--- config.mk ---
export PLATFORM = sky130hd
export DESIGN_NAME = fpu_addsub
export DESIGN_NICKNAME = d
export VERILOG_FILES = /design/src/rtl/fpu_pkg.sv /design/src/rtl/fpu_unpack.sv /design/src/rtl/fpu_addsub.sv
export SDC_FILE = /design/constraint.sdc
export NUM_CORES = 1
export LEC_CHECK = 0
export ABC_AREA = 1
export CORE_ASPECT_RATIO = 2
export CORE_UTILIZATION = 45
export DETAILED_ROUTE_END_ITERATION = 10
export PLACE_DENSITY_LB_ADDON = 0.1
export SLEW_MARGIN = 0
export SYNTH_ARGS = -nofsm -noshare
export SYNTH_HDL_FRONTEND = slang
export SYNTH_SLANG_ARGS = --single-unit
export TNS_END_PERCENT = 100
--- constraint.sdc ---
create_clock -name clock -period 3.3 [get_ports clock]
set_input_delay 0.66 -clock clock [delete_from_list [all_inputs] [get_ports clock]]
set_output_delay 0.66 -clock clock [all_outputs]
set_load 0.01 [all_outputs]
--- src/rtl/fpu_pkg.sv ---
// Shared definitions for the custom-format FPU blocks (adder/subtractor, future multiplier).
// Word format: {sign, EXP_W exponent, MAN_W mantissa}, hidden-one normalised, biased exponent.
package fpu_pkg;

  // Add/sub sequencer states
  typedef enum logic [2:0] {
    ST_IDLE  = 3'd0,
    ST_ALIGN = 3'd1,
    ST_ADD   = 3'd2,
    ST_NORM  = 3'd3,
    ST_PACK  = 3'd4,
    ST_DONE  = 3'd5
  } state_t;

  // Status vector bit positions
  localparam int unsigned STAT_W    = 4;
  localparam int unsigned STAT_OVF  = 3;
  localparam int unsigned STAT_UNF  = 2;
  localparam int unsigned STAT_INX  = 1;
  localparam int unsigned STAT_ZERO = 0;

  // Exponent bias for a given exponent width
  function automatic int unsigned calc_bias(input int unsigned exp_w);
    return (32'd1 << (exp_w - 32'd1)) - 32'd1;
  endfunction

  // Total word width: sign + exponent + stored mantissa
  function automatic int unsigned word_width(input int unsigned exp_w, input int unsigned man_w);
    return 32'd1 + exp_w + man_w;
  endfunction

endpackage

--- src/rtl/fpu_unpack.sv ---
// Splits an FPU word into its fields and flags a zero operand (exponent field 0).
// Ports: word_i (packed word) -> sign_o, exp_o, man_o, zero_o. Purely combinational.
module fpu_unpack #(
  parameter int unsigned EXP_W = 6,
  parameter int unsigned MAN_W = 25
) (
  input  logic [EXP_W+MAN_W:0] word_i,
  output logic                 sign_o,
  output logic [EXP_W-1:0]     exp_o,
  output logic [MAN_W-1:0]     man_o,
  output logic                 zero_o
);

  assign sign_o = word_i[EXP_W+MAN_W];
  assign exp_o  = word_i[EXP_W+MAN_W-1:MAN_W];
  assign man_o  = word_i[MAN_W-1:0];
  // A zero exponent field means zero regardless of the mantissa bits
  assign zero_o = (exp_o == '0);

endmodule

--- src/rtl/fpu_addsub.sv ---
// Multi-cycle floating-point adder/subtractor with valid/ready handshakes, truncating rounding.
// Ports: clock, reset (async, active-low); in_valid/in_ready, op_sub, op_a_in, op_b_in (operand side);
//        out_valid/out_ready, data_out, status_out {ovf, unf, inexact, zero} (result side).
module fpu_addsub
  import fpu_pkg::*;
#(
  parameter int unsigned EXP_W = 6,
  parameter int unsigned MAN_W = 25,
  parameter int unsigned BIAS  = calc_bias(EXP_W)
) (
  input  logic                 clock,
  input  logic                 reset,
  input  logic                 in_valid,
  output logic                 in_ready,
  input  logic                 op_sub,
  input  logic [EXP_W+MAN_W:0] op_a_in,
  input  logic [EXP_W+MAN_W:0] op_b_in,
  output logic                 out_valid,
  input  logic                 out_ready,
  output logic [EXP_W+MAN_W:0] data_out,
  output logic [STAT_W-1:0]    status_out
);

  localparam int unsigned WORD_W    = word_width(EXP_W, MAN_W);
  localparam int unsigned WORK_W    = MAN_W + 2;        // carry, hidden, mantissa
  localparam int unsigned EXPR_W    = EXP_W + 2;        // signed working exponent
  localparam int unsigned NORM_MAX  = MAN_W + 2;
  localparam int unsigned CNT_W     = $clog2(NORM_MAX + 1);
  localparam int unsigned SHIFT_LIM = MAN_W + 1;
  // Largest biased exponent (all ones) is the overflow threshold
  localparam logic signed [EXPR_W-1:0] EXP_OVF  = EXPR_W'(2 * BIAS + 1);
  localparam logic signed [EXPR_W-1:0] EXP_ZERO = '0;

  // Field split of the live operand buses
  logic             a_sign_c, b_sign_c, a_zero_c, b_zero_c;
  logic [EXP_W-1:0] a_exp_c, b_exp_c;
  logic [MAN_W-1:0] a_man_c, b_man_c;

  fpu_unpack #(.EXP_W(EXP_W), .MAN_W(MAN_W)) u_unpack_a (
    .word_i(op_a_in), .sign_o(a_sign_c), .exp_o(a_exp_c), .man_o(a_man_c), .zero_o(a_zero_c)
  );
  fpu_unpack #(.EXP_W(EXP_W), .MAN_W(MAN_W)) u_unpack_b (
    .word_i(op_b_in), .sign_o(b_sign_c), .exp_o(b_exp_c), .man_o(b_man_c), .zero_o(b_zero_c)
  );

  state_t                    state_q;
  logic                      sign_a_q, sign_b_q, zero_a_q, zero_b_q;
  logic [EXP_W-1:0]          exp_a_q, exp_b_q;
  logic [MAN_W-1:0]          man_a_q, man_b_q;
  logic [WORK_W-1:0]         big_q, small_q, work_q;
  logic                      sign_big_q, sign_small_q, sign_q, sticky_q;
  logic signed [EXPR_W-1:0]  exp_q;
  logic [CNT_W-1:0]          cnt_q;

  // Alignment: larger exponent wins, smaller mantissa shifted right with sticky collection
  logic              a_ge_b_c, small_lost_c;
  logic [EXP_W-1:0]  big_exp_c, small_exp_c, diff_c;
  logic [WORK_W-1:0] full_a_c, full_b_c, small_full_c, small_al_c;

  always_comb begin
    full_a_c     = zero_a_q ? '0 : {1'b0, 1'b1, man_a_q};
    full_b_c     = zero_b_q ? '0 : {1'b0, 1'b1, man_b_q};
    a_ge_b_c     = (exp_a_q >= exp_b_q);
    big_exp_c    = a_ge_b_c ? exp_a_q : exp_b_q;
    small_exp_c  = a_ge_b_c ? exp_b_q : exp_a_q;
    small_full_c = a_ge_b_c ? full_b_c : full_a_c;
    diff_c       = big_exp_c - small_exp_c;
    if (32'(diff_c) > SHIFT_LIM) begin
      small_al_c   = '0;
      small_lost_c = |small_full_c;
    end else begin
      small_al_c   = small_full_c >> diff_c;
      small_lost_c = |(small_full_c & ~({WORK_W{1'b1}} << diff_c));
    end
  end

  // Signed-magnitude add; unlike signs subtract smaller from larger, exact cancel gives +0
  logic [WORK_W-1:0] sum_c;
  logic              sum_sign_c;

  always_comb begin
    sum_c      = '0;
    sum_sign_c = 1'b0;
    if (sign_big_q == sign_small_q) begin
      sum_c      = big_q + small_q;
      sum_sign_c = sign_big_q;
    end else if (big_q > small_q) begin
      sum_c      = big_q - small_q;
      sum_sign_c = sign_big_q;
    end else if (small_q > big_q) begin
      sum_c      = small_q - big_q;
      sum_sign_c = sign_small_q;
    end
  end

  // Result packing with truncation; a zero mantissa wins over exponent range checks
  logic [WORD_W-1:0] pack_data_c;
  logic [STAT_W-1:0] pack_stat_c;

  always_comb begin
    pack_data_c           = '0;
    pack_stat_c           = '0;
    pack_stat_c[STAT_INX] = sticky_q;
    if (work_q == '0) begin
      pack_stat_c[STAT_ZERO] = 1'b1;
    end else if (exp_q >= EXP_OVF) begin
      pack_data_c           = {sign_q, {EXP_W{1'b1}}, {MAN_W{1'b0}}};
      pack_stat_c[STAT_OVF] = 1'b1;
    end else if (exp_q <= EXP_ZERO) begin
      pack_data_c            = {sign_q, {(EXP_W + MAN_W){1'b0}}};
      pack_stat_c[STAT_UNF]  = 1'b1;
      pack_stat_c[STAT_ZERO] = 1'b1;
    end else begin
      pack_data_c = {sign_q, exp_q[EXP_W-1:0], work_q[MAN_W-1:0]};
    end
  end

  // Sequencer and datapath registers
  always_ff @(posedge clock or negedge reset) begin
    if (!reset) begin
      state_q      <= ST_IDLE;
      in_ready     <= 1'b1;
      out_valid    <= 1'b0;
      data_out     <= '0;
      status_out   <= '0;
      sign_a_q     <= 1'b0;
      sign_b_q     <= 1'b0;
      zero_a_q     <= 1'b0;
      zero_b_q     <= 1'b0;
      exp_a_q      <= '0;
      exp_b_q      <= '0;
      man_a_q      <= '0;
      man_b_q      <= '0;
      big_q        <= '0;
      small_q      <= '0;
      work_q       <= '0;
      sign_big_q   <= 1'b0;
      sign_small_q <= 1'b0;
      sign_q       <= 1'b0;
      sticky_q     <= 1'b0;
      exp_q        <= '0;
      cnt_q        <= '0;
    end else begin
      case (state_q)
        ST_IDLE: begin
          if (in_valid && in_ready) begin
            sign_a_q <= a_sign_c;
            sign_b_q <= b_sign_c ^ op_sub;
            zero_a_q <= a_zero_c;
            zero_b_q <= b_zero_c;
            exp_a_q  <= a_exp_c;
            exp_b_q  <= b_exp_c;
            man_a_q  <= a_man_c;
            man_b_q  <= b_man_c;
            in_ready <= 1'b0;
            state_q  <= ST_ALIGN;
          end
        end
        ST_ALIGN: begin
          big_q        <= a_ge_b_c ? full_a_c : full_b_c;
          small_q      <= small_al_c;
          sign_big_q   <= a_ge_b_c ? sign_a_q : sign_b_q;
          sign_small_q <= a_ge_b_c ? sign_b_q : sign_a_q;
          exp_q        <= {2'b00, big_exp_c};
          sticky_q     <= small_lost_c;
          state_q      <= ST_ADD;
        end
        ST_ADD: begin
          work_q  <= sum_c;
          sign_q  <= sum_sign_c;
          cnt_q   <= '0;
          state_q <= ST_NORM;
        end
        ST_NORM: begin
          if (work_q[WORK_W-1] && (cnt_q < CNT_W'(NORM_MAX))) begin
            work_q   <= work_q >> 1;
            sticky_q <= sticky_q | work_q[0];
            exp_q    <= exp_q + EXPR_W'(1);
            cnt_q    <= cnt_q + CNT_W'(1);
          end else if (!work_q[MAN_W] && (work_q != '0) && (cnt_q < CNT_W'(NORM_MAX))) begin
            work_q <= work_q << 1;
            exp_q  <= exp_q - EXPR_W'(1);
            cnt_q  <= cnt_q + CNT_W'(1);
          end else begin
            state_q <= ST_PACK;
          end
        end
        ST_PACK: begin
          data_out   <= pack_data_c;
          status_out <= pack_stat_c;
          out_valid  <= 1'b1;
          state_q    <= ST_DONE;
        end
        ST_DONE: begin
          // Result held until taken; one idle cycle follows before the next accept
          if (out_ready) begin
            out_valid <= 1'b0;
            in_ready  <= 1'b1;
            state_q   <= ST_IDLE;
          end
        end
        default: begin
          state_q <= ST_IDLE;
        end
      endcase
    end
  end

endmodule

==> results of run 1 <==
==> critical path, cell delays in order, from the launching register on <==
cell     delay (ns)
dfrtp_1        0.39
inv_1          0.11
ha_4           0.22
nand2_2        0.06
nand2_2        0.05
a21oi_4        0.17
buf_4          0.17
nand3_2        0.11
nand3_4        0.10
ha_2           0.30
nor2_1         0.13
inv_2          0.10
nor2_1         0.11
nand3_1        0.14
nand2_1        0.12
nand2_1        0.07
nand2_1        0.06
nand2_1        0.05
nor2_1         0.12
nand2_1        0.08
nor2_2         0.17
nand3_1        0.10
nand2_1        0.08
inv_1          0.04
==> kinds of logic (layout without fill, tap and decap cells) <==
group,Yosys count,in the layout,synth area share
XOR/XNOR,54,54,0.02978
multiplexers,4,4,0.002521
flip-flops,203,203,0.3199
AO/OA/AOI/OAI,628,628,0.2314
adder cells (fa/ha/maj),96,96,0.07751
AND/OR/NAND/NOR,935,936,0.2418
buffers and inverters,381,587,0.09713
==> cell usage after synthesis, types with 7 or more instances <==
| cell type | instances |
|---|---|
| a21o_1 | 7 |
| a21oi_1 | 157 |
| a22oi_1 | 15 |
| a31oi_1 | 14 |
| buf_1 | 11 |
| buf_2 | 27 |
| buf_6 | 8 |
| clkbuf_1 | 65 |
| dfrtp_1 | 202 |
| ha_1 | 92 |
| inv_1 | 255 |
| inv_2 | 7 |
| nand2_1 | 628 |
| nand2_2 | 11 |
| nand3_1 | 86 |
| nand4_1 | 14 |
| nor2_1 | 150 |
| nor3_1 | 15 |
| nor4_1 | 8 |
| o211ai_1 | 39 |
| o21ai_0 | 253 |
| o21ai_1 | 29 |
| o21bai_1 | 9 |
| o221ai_1 | 11 |
| o22ai_1 | 45 |
| o22ai_2 | 17 |
| xor2_1 | 50 |
==> routing by layer <==
layer | share of wire | routed length (µm) | global-route usage | vias to the layer above
li1 | - | - | - | 7994
met2 | 0.56 | 32960 | 0.6612 | 435
met4 | 0.083 | 4928 | 0.2508 | 0
met5 | 0 | 0 | 0 | -
met1 | 0.33 | 19580 | 0.2954 | 7669
met3 | 0.029 | 1718 | 0.02707 | 215
==> path summary, 6_finish.rpt <==
check                           start          end
max reg2reg                exp_b_q[3]     sticky_q
max in group asynchronous       reset  man_b_q[22]
max                        exp_b_q[3]     sticky_q
min in group clock         man_b_q[6]   man_b_q[6]
min                             reset     cnt_q[2]
min reg2reg                man_b_q[6]   man_b_q[6]
==> area by class of cell <==
cell class                      instances  share of cell area
Inverter                              265             0.05171
Multi-Input combinational cell       1718              0.4915
Clock buffer                           27             0.02893
Tap cell                              445             0.02887
Sequential cell                       203              0.2636
Timing Repair Buffer                  288              0.1329
Clock inverter                          7            0.002465
==> state kept, by name, indices dropped and copies added (netlist names), 3 cells and up <==
name	cells
big_q	26
cnt_q	5
data_out	32
exp_a_q	6
exp_b_q	6
exp_q	8
man_a_q	25
man_b_q	25
small_q	26
state_q	3
status_out	4
work_q	27
==> repair_timing <==
item | in CTS | in global routing
pin swaps | 0 | 9
endpoints found under the setup margin | 21 | 35
cloned | 0 | 1
buffers inserted | 0 | 11
gates resized for setup | 6 | 50
==> metrics by stage <==
stage	setup WS [ns]	instance area, µm²
global placement	-0.04490	18390
finish	0.1163	19290
CTS	0.009714	19010
floorplan	0.3105	15880
detailed placement	-0.06188	18390
global route	-0.03250	19290
==> impl_metrics.py, run 1 <==
metrics = {
    "cells_and_area": {
        "utilization": 0.5537,
        "antenna-diode-count": 0,
        "final_cell_mix": "623 x nand2_1, 249 x inv_1, 246 x o21ai_0",
        "filler_cell_count": 3472,
        "final_common_cell": "nand2_1",
        "syn_to_final_growth_pct": 21.42,
        "fin_nets": 2662,
        "fin_cells": 2953,
        "area.sequential_mm2": 0.005084,
        "drive_gt1_frac": 0.1280,
        "multi_input_area_mm2": 0.009479,
    },
    "routing": {
        "post_drt_wl_per_cell_um": 20.04,
        "viasPerCell": 5.524,
        "vias": 16310,
        "wirelength_mm": 59.19,
        "drt_iter0_markers": 878,
        "antenna_left": 0,
        "drcViolationCount": 0,
        "drt-pass1-iter-count": 5,
    },
    "clock_network": {
        "clk_latency_ns": 0.54,
        "root_buffer": "clkbuf_16",
        "clockBufferDepth": 3,
        "ctsHoldBuffers": 0,
        "clock_sinks": 203,
        "clk_pin_slew_worst_paths_ns": 0.07,
        "cts_tree": "built",
        "cts-htree-levels": 1,
        "numCtsBuffers": 21,
    },
    "die": {
        "die_area_mm2": 0.03610,
        "start_util": 0.4560,
        "ios": 107,
        "rows": 97,
        "die_width_um": 134.9,
        "die_y_um": 267.7,
        "core_mm2": 0.03483,
    },
    "sta": {
        "finalHoldViolCount": 0,
        "rsz0062_at_grt": "true",
        "finalSetupViolCount": 0,
        "skew_ns": 0.02068,
        "tns_ns": 0,
        "layout_min_cycle_time_ns": 3.184,
        "fmax_mhz": 314.1,
        "worstMarginPinSlew_ns": 0.7159,
        "whs_ns": 0.1042,
        "slew_viol_final": 0,
        "fin_crit_sh": 0.9648,
        "slew_headroom": 0.5222,
    },
    "place": {
        "gp_congestion": 1.039,
        "dp_cells": 2907,
        "portBuffers": 106,
        "dp_hpwl_mm": 48.52,
    },
    "global_route": {
        "antenna_found_initial": 0,
        "track_usage": 0.3296,
        "grt_pass1_vias": 16660,
        "grt_overflow": 0,
        "grt_pass1_wl_mm": 89.20,
        "grt_max_degree": 101,
    },
    "critical_path": {
        "arrival_ns": 3.61,
        "setup.worst_path.class": "flop to flop",
        "r2r_cells": 23,
        "cp_max_fo": 5,
        "rrSetupSlack_ns": 0.12,
        "crit_path_end_kind": "flop",
        "crit_required_ns": 3.73,
        "worstSetupStartpointType": "flop",
    },
    "min_path": {
        "hold_class": "input pin to asynchronous set/reset pin",
    },
    "synthesis": {
        "syn-num-nets": 2466,
        "synth_seq_area_share": 0.3199,
        "async_flop_share": 1.000,
        "synth_seq_cells": 203,
        "synth_top_flop_cell": "dfrtp_1",
        "yosysWarnings": 0,
        "synth_area_mm2": 0.01588,
        "synth_edf_count": 0,
        "syn_inst": 2301,
        "synth_top_area_cell": "dfrtp_1",
        "avgSynthCellArea_um2": 6.903,
        "synth_area_leaders": "dfrtp_1 32%, nand2_1 15%, o21ai_0 8.0%",
        "yosys.cell_types.count": 57,
        "synth_top_area_share": 0.3182,
    },
    "job": {
        "drv_cap": 0,
    },
    "status": {
        "status": "completed",
    },
}
Power of run 1 is not shown: default switching activity piles up to over one toggle a cycle in this logic, so the estimate is an artifact.
==> run 2, diff against run 1 <==
--- a/config.mk
+++ b/config.mk
@@ -9,7 +9,7 @@
 export CORE_ASPECT_RATIO = 2
 export CORE_UTILIZATION = 45
 export DETAILED_ROUTE_END_ITERATION = 10
-export PLACE_DENSITY_LB_ADDON = 0.1
+export PLACE_DENSITY = 0.7
 export SLEW_MARGIN = 0
 export SYNTH_ARGS = -nofsm -noshare
 export SYNTH_HDL_FRONTEND = slang
==> constraint.sdc (replaced) <==
create_clock -name clock -period 3.04 [get_ports clock]
set_input_delay 0.608 -clock clock [delete_from_list [all_inputs] [get_ports clock]]
set_output_delay 0.608 -clock clock [all_outputs]
set_load 0.01 [all_outputs]
==> impl_metrics.py, run 2 (synthesis gave the netlist of run 1 again) <==
metrics = {
    "sta": {
        "slew_headroom": 0.4549,
        "whs_ns": 0.03159,
        "fmax_mhz": 317.8,
        "rsz0062_at_grt": "true",
        "skew_ns": 0.02933,
        "slew_viol_final": 0,
        "fin_crit_sh": 1.035,
        "worstMarginPinSlew_ns": 0.8167,
        "tns_ns": -1.376,
        "finalSetupViolCount": 22,
        "fin_ws_ns": -0.1063,
        "layout_min_cycle_time_ns": 3.146,
        "finalHoldViolCount": 0,
    },
    "critical_path": {
        "crit_path_frequent_cell": "nand3_4",
        "setup.worst_path.class": "flop to flop",
        "path_buf_inv": 4,
        "crit_required_ns": 3.44,
        "path_delay_family": "simple AND/OR/NAND/NOR gates",
        "worstSetupStartpointType": "flop",
        "cp_max_fo": 7,
        "cpPeakStageDelay_ns": 0.40,
        "critPathSlowestCell": "dfrtp_1",
        "crit_path_end_kind": "flop",
        "arrival_ns": 3.55,
        "crit_chain": "inv_2 > ha_4 > nand2_2 > nand2_2 > a21oi_4 > nand2_8 > nand2_4 > nand3_4 > ha_4 > inv_4 > nand3_4 > nand3_4 > nand3_2 > nand2_4 > buf_4 > nand3_2 > o21ai_2 > nor2_4 > buf_12 > a22oi_1 > o21ai_0",
    },
    "job": {
        "drv_cap": 0,
    },
    "global_route": {
        "grt_pass1_vias": 17480,
        "grt_overflow": 0,
        "grt_pass1_wl_mm": 93.19,
        "grt_max_degree": 76,
        "track_usage": 0.3396,
        "antenna_found_initial": 0,
    },
    "place": {
        "dp_cells": 3016,
        "gp_congestion": 1.011,
        "place_area_mm2": 0.01926,
        "dp_hpwl_mm": 49.33,
        "portBuffers": 106,
    },
    "die": {
        "core_mm2": 0.03483,
        "die_width_um": 134.9,
        "ios": 107,
        "start_util": 0.4560,
        "rows": 97,
        "die_y_um": 267.7,
        "die_area_mm2": 0.03610,
    },
    "clock_network": {
        "root_buffer": "clkbuf_16",
        "clk_pin_slew_worst_paths_ns": 0.07,
        "clk_latency_ns": 0.54,
        "cts_tree": "built",
        "clock_sinks": 203,
        "clockBufferDepth": 3,
        "numCtsBuffers": 21,
        "cts-htree-levels": 1,
        "ctsHoldBuffers": 0,
    },
    "routing": {
        "antenna_left": 0,
        "drt-pass1-iter-count": 6,
        "wirelength_mm": 60.82,
        "vias": 16990,
        "drt_iter0_markers": 826,
        "viasPerCell": 5.528,
        "post_drt_wl_per_cell_um": 19.78,
        "drcViolationCount": 0,
    },
    "cells_and_area": {
        "largest_reg_flops": 32,
        "postLayoutCellArea_mm2": 0.02087,
        "final_common_cell": "nand2_1",
        "fin_nets": 2781,
        "final_cell_mix": "605 x nand2_1, 272 x buf_4, 243 x inv_1",
        "reg_top3": "data_out (32), work_q (27)",
        "syn_to_final_growth_pct": 31.37,
        "fin_cells": 3074,
        "filler_cell_count": 3275,
        "top_register": "data_out",
        "antenna-diode-count": 0,
        "drive_gt1_frac": 0.2069,
    },
    "status": {
        "status": "complete, but fails checks",
        "violations": "negative setup slack",
    },
    "min_path": {
        "hold_class": "input pin to asynchronous set/reset pin",
    },
}
==> run 2: cell types whose count changed in the layout (fill, tap and decap cells not counted), sizes merged <==
cell | before | now
clkinv | 6 | 4
inv | 264 | 265
buf | 182 | 301
clkbuf | 28 | 30
bufinv | 0 | 1
==> run 2: metrics by stage <==
stage / worst slack [ns] / util
after global routing: -0.3085 / 0.5991
after floorplan: 0.05053 / -
after detailed placement: -0.2487 / 0.5531
after global placement: -0.1926 / 0.5531
after CTS: -0.01262 / 0.5845
final: -0.1063 / 0.5991
==> run 2: worst paths after layout <==
check	from	endpoint	slack (ns)	cells after the start
setup / recovery	exp_b_q[3]	small_q[2]	-0.11	21
setup reg to reg	exp_b_q[3]	small_q[2]	-0.11	21
max in group asynchronous	reset	data_out[22]	2.19	2
hold / removal	reset	man_a_q[2]	0.03	1
hold reg to reg	man_b_q[13]	man_b_q[13]	0.48	2
min in group clock	man_b_q[13]	man_b_q[13]	0.48	2
==> run 2: layout make-up <==
type	instances	area (µm²)	area share
sequential	203	5081	0.2435
clock buffer	29	615.6	0.02950
timing repair buffer	407	3577	0.1714
clock inverter	7	80.08	0.003838
tap	445	556.8	0.02668
inverter	265	1003	0.04809
multi-input combinational	1718	9952	0.4769
==> run 2: repair_timing <==
action / 4_1_cts / 5_1_grt
cloned: 2 / 0
buffers inserted: 12 / 9
pin swaps: 19 / 57
setup endpoints to repair: 31 / 54
gates resized for setup: 72 / 146
==> run 2: layer usage <==
| layer | track usage | share of wire | wire length [µm] |
|---|---|---|---|
| met5 | 0 | 0 | 0 |
| met4 | 0.2970 | 0.097 | 5902 |
| met3 | 0.02518 | 0.027 | 1657 |
| met2 | 0.6705 | 0.55 | 33630 |
| met1 | 0.3002 | 0.32 | 19630 |
Power of run 2 is left out for the same reason.
==> run 3, diff against run 2 <==
--- a/config.mk
+++ b/config.mk
@@ -7,9 +7,9 @@
 export LEC_CHECK = 0
 export ABC_AREA = 1
 export CORE_ASPECT_RATIO = 2
-export CORE_UTILIZATION = 45
+export CORE_UTILIZATION = 41
 export DETAILED_ROUTE_END_ITERATION = 10
-export PLACE_DENSITY = 0.7
+export PLACE_DENSITY = 0.65
 export SLEW_MARGIN = 0
 export SYNTH_ARGS = -nofsm -noshare
 export SYNTH_HDL_FRONTEND = slang
==> impl_metrics.py, run 3 (synthesis gave the netlist of run 1 again) <==
metrics = {
    "die": {
        "start_util": 0.4176,
        "rows": 101,
        "ios": 107,
        "die_y_um": 280.4,
        "die_width_um": 141.2,
        "core_mm2": 0.03804,
        "die_area_mm2": 0.03958,
    },
    "routing": {
        "route.top_layer_used": "met4",
        "drt_iter0_markers": 871,
        "drt-pass1-iter-count": 7,
        "met2_wirelength_mm": 34.01,
        "vias": 16930,
        "antenna_left": 0,
        "post_drt_wl_per_cell_um": 19.42,
        "drcViolationCount": 0,
        "viasPerCell": 5.347,
        "wl_met3_mm": 1.839,
        "wirelength_mm": 61.50,
        "met1Wirelength_mm": 19.72,
    },
    "clock_network": {
        "cts-htree-levels": 1,
        "cts_tree": "built",
        "root_buffer": "clkbuf_16",
        "clk_pin_slew_worst_paths_ns": 0.06,
        "clk_latency_ns": 0.53,
        "clockBufferDepth": 3,
        "numCtsBuffers": 21,
        "clock_sinks": 203,
    },
    "sta": {
        "fmax_mhz": 329.0,
        "slew_headroom": 0.4526,
        "finalHoldViolCount": 0,
        "whs_ns": 0.4737,
        "worstMarginPinSlew_ns": 0.8201,
        "tns_ns": 0,
        "rsz0062_at_grt": "true",
        "skew_ns": 0.009901,
        "slew_viol_final": 0,
        "layout_min_cycle_time_ns": 3.039,
        "finalSetupViolCount": 0,
        "fin_crit_sh": 0.9997,
    },
    "critical_path": {
        "cp_max_fo": 6,
        "setup.worst_path.class": "flop to flop",
        "r2r_cells": 26,
        "arrival_ns": 3.47,
        "crit_required_ns": 3.47,
        "crit_path_end_kind": "flop",
        "worstSetupStartpointType": "flop",
    },
    "cells_and_area": {
        "syn_to_final_growth_pct": 34.61,
        "final_cell_mix": "596 x nand2_1, 285 x buf_4, 237 x inv_1",
        "final_common_cell": "nand2_1",
        "top_register": "data_out",
        "largest_reg_flops": 32,
        "fin_cells": 3166,
        "reg_top3": "data_out (32), work_q (27)",
        "filler_cell_count": 3686,
        "fin_nets": 2803,
        "antenna-diode-count": 0,
        "drive_gt1_frac": 0.2222,
        "postLayoutCellArea_mm2": 0.02138,
    },
    "place": {
        "portBuffers": 106,
        "place_area_mm2": 0.01942,
        "gp_congestion": 1.050,
        "dp_hpwl_mm": 49.85,
        "dp_cells": 3096,
    },
    "global_route": {
        "grt_pass1_wl_mm": 92.63,
        "grt_pass1_vias": 17370,
        "grt_overflow": 0,
        "track_usage": 0.3090,
        "grt_max_degree": 101,
        "antenna_found_initial": 0,
    },
    "min_path": {
        "hold_class": "flop to flop",
        "hold_path_depth": 2,
    },
    "job": {
        "drv_cap": 0,
    },
    "status": {
        "status": "completed",
    },
}
[run 3: changes by cell type in the layout (fill, tap and decap cells not counted), sizes merged]
cell,previous run,this run
clkinv,4,5
bufinv,1,2
dlygate4sd3,0,1
clkbuf,30,33
buf,301,320
clkinvlp,2,0
nand2,642,641
[run 3: repair_timing]
action                                  CTS  global route
endpoints found under the setup margin   35            55
hold buffers                              1             0
resized for setup                        57           218
hold endpoints to repair                 30             0
pin swaps                                 9            61
gates cloned                              0             3
setup buffers                             4            27
[run 3: path summary, 6_finish.rpt]
path / start / end / slack [ns]
max: exp_b_q[3] / sticky_q / 0.0008
min: man_b_q[13] / man_b_q[13] / 0.47
max reg2reg: exp_b_q[3] / sticky_q / 0.0008
min reg2reg: man_b_q[13] / man_b_q[13] / 0.47
max in group asynchronous: reset / small_q[0] / 1.65
min in group asynchronous: reset / man_a_q[0] / 0.54
[run 3: cell type report]
type | instances | area (µm²) | area share
Multi-Input combinational cell | 1717 | 10150 | 0.4747
Sequential cell | 203 | 5082 | 0.2377
Timing Repair Buffer | 429 | 3801 | 0.1778
Inverter | 265 | 1010 | 0.04722
Tap cell | 515 | 644.4 | 0.03014
Clock buffer | 30 | 599.3 | 0.02803
Clock inverter | 6 | 87.58 | 0.004096
Timing Repair inverter | 1 | 6.256 | 0.0002926
[run 3: per-layer routing]
layer / vias to the layer above / track usage
li1: 8274 / -
met1: 7969 / 0.2768
met2: 468 / 0.6078
met3: 219 / 0.02321
met4: 0 / 0.2698
met5: - / 0
[run 3: worst max-delay path, cell delays in order (launching register included)]
cell,delay (ns)
dfrtp_1,0.39
inv_2,0.08
ha_4,0.20
nand2_2,0.07
nand2_2,0.06
a21oi_4,0.16
buf_6,0.12
nand3_2,0.10
nand3_4,0.11
ha_4,0.14
inv_4,0.04
buf_6,0.10
nand4_1,0.12
nand2_4,0.11
buf_6,0.13
nor2_4,0.13
nand3_2,0.11
nor2_2,0.11
nand2_1,0.06
nand2_1,0.05
nand2_1,0.06
nor2_1,0.08
nand2_1,0.08
nor2_1,0.10
nand3_1,0.07
nand2_1,0.08
inv_1,0.03
[run 3: through the flow]
stage,worst slack (ns),util
final,0.0007774,0.5621
after global routing,-0.2190,0.5621
after floorplan,0.05053,-
after CTS,-0.01698,0.5359
after global placement,-0.3013,0.5105
after detailed placement,-0.2360,0.5105
Power of run 3 is left out for the same reason.
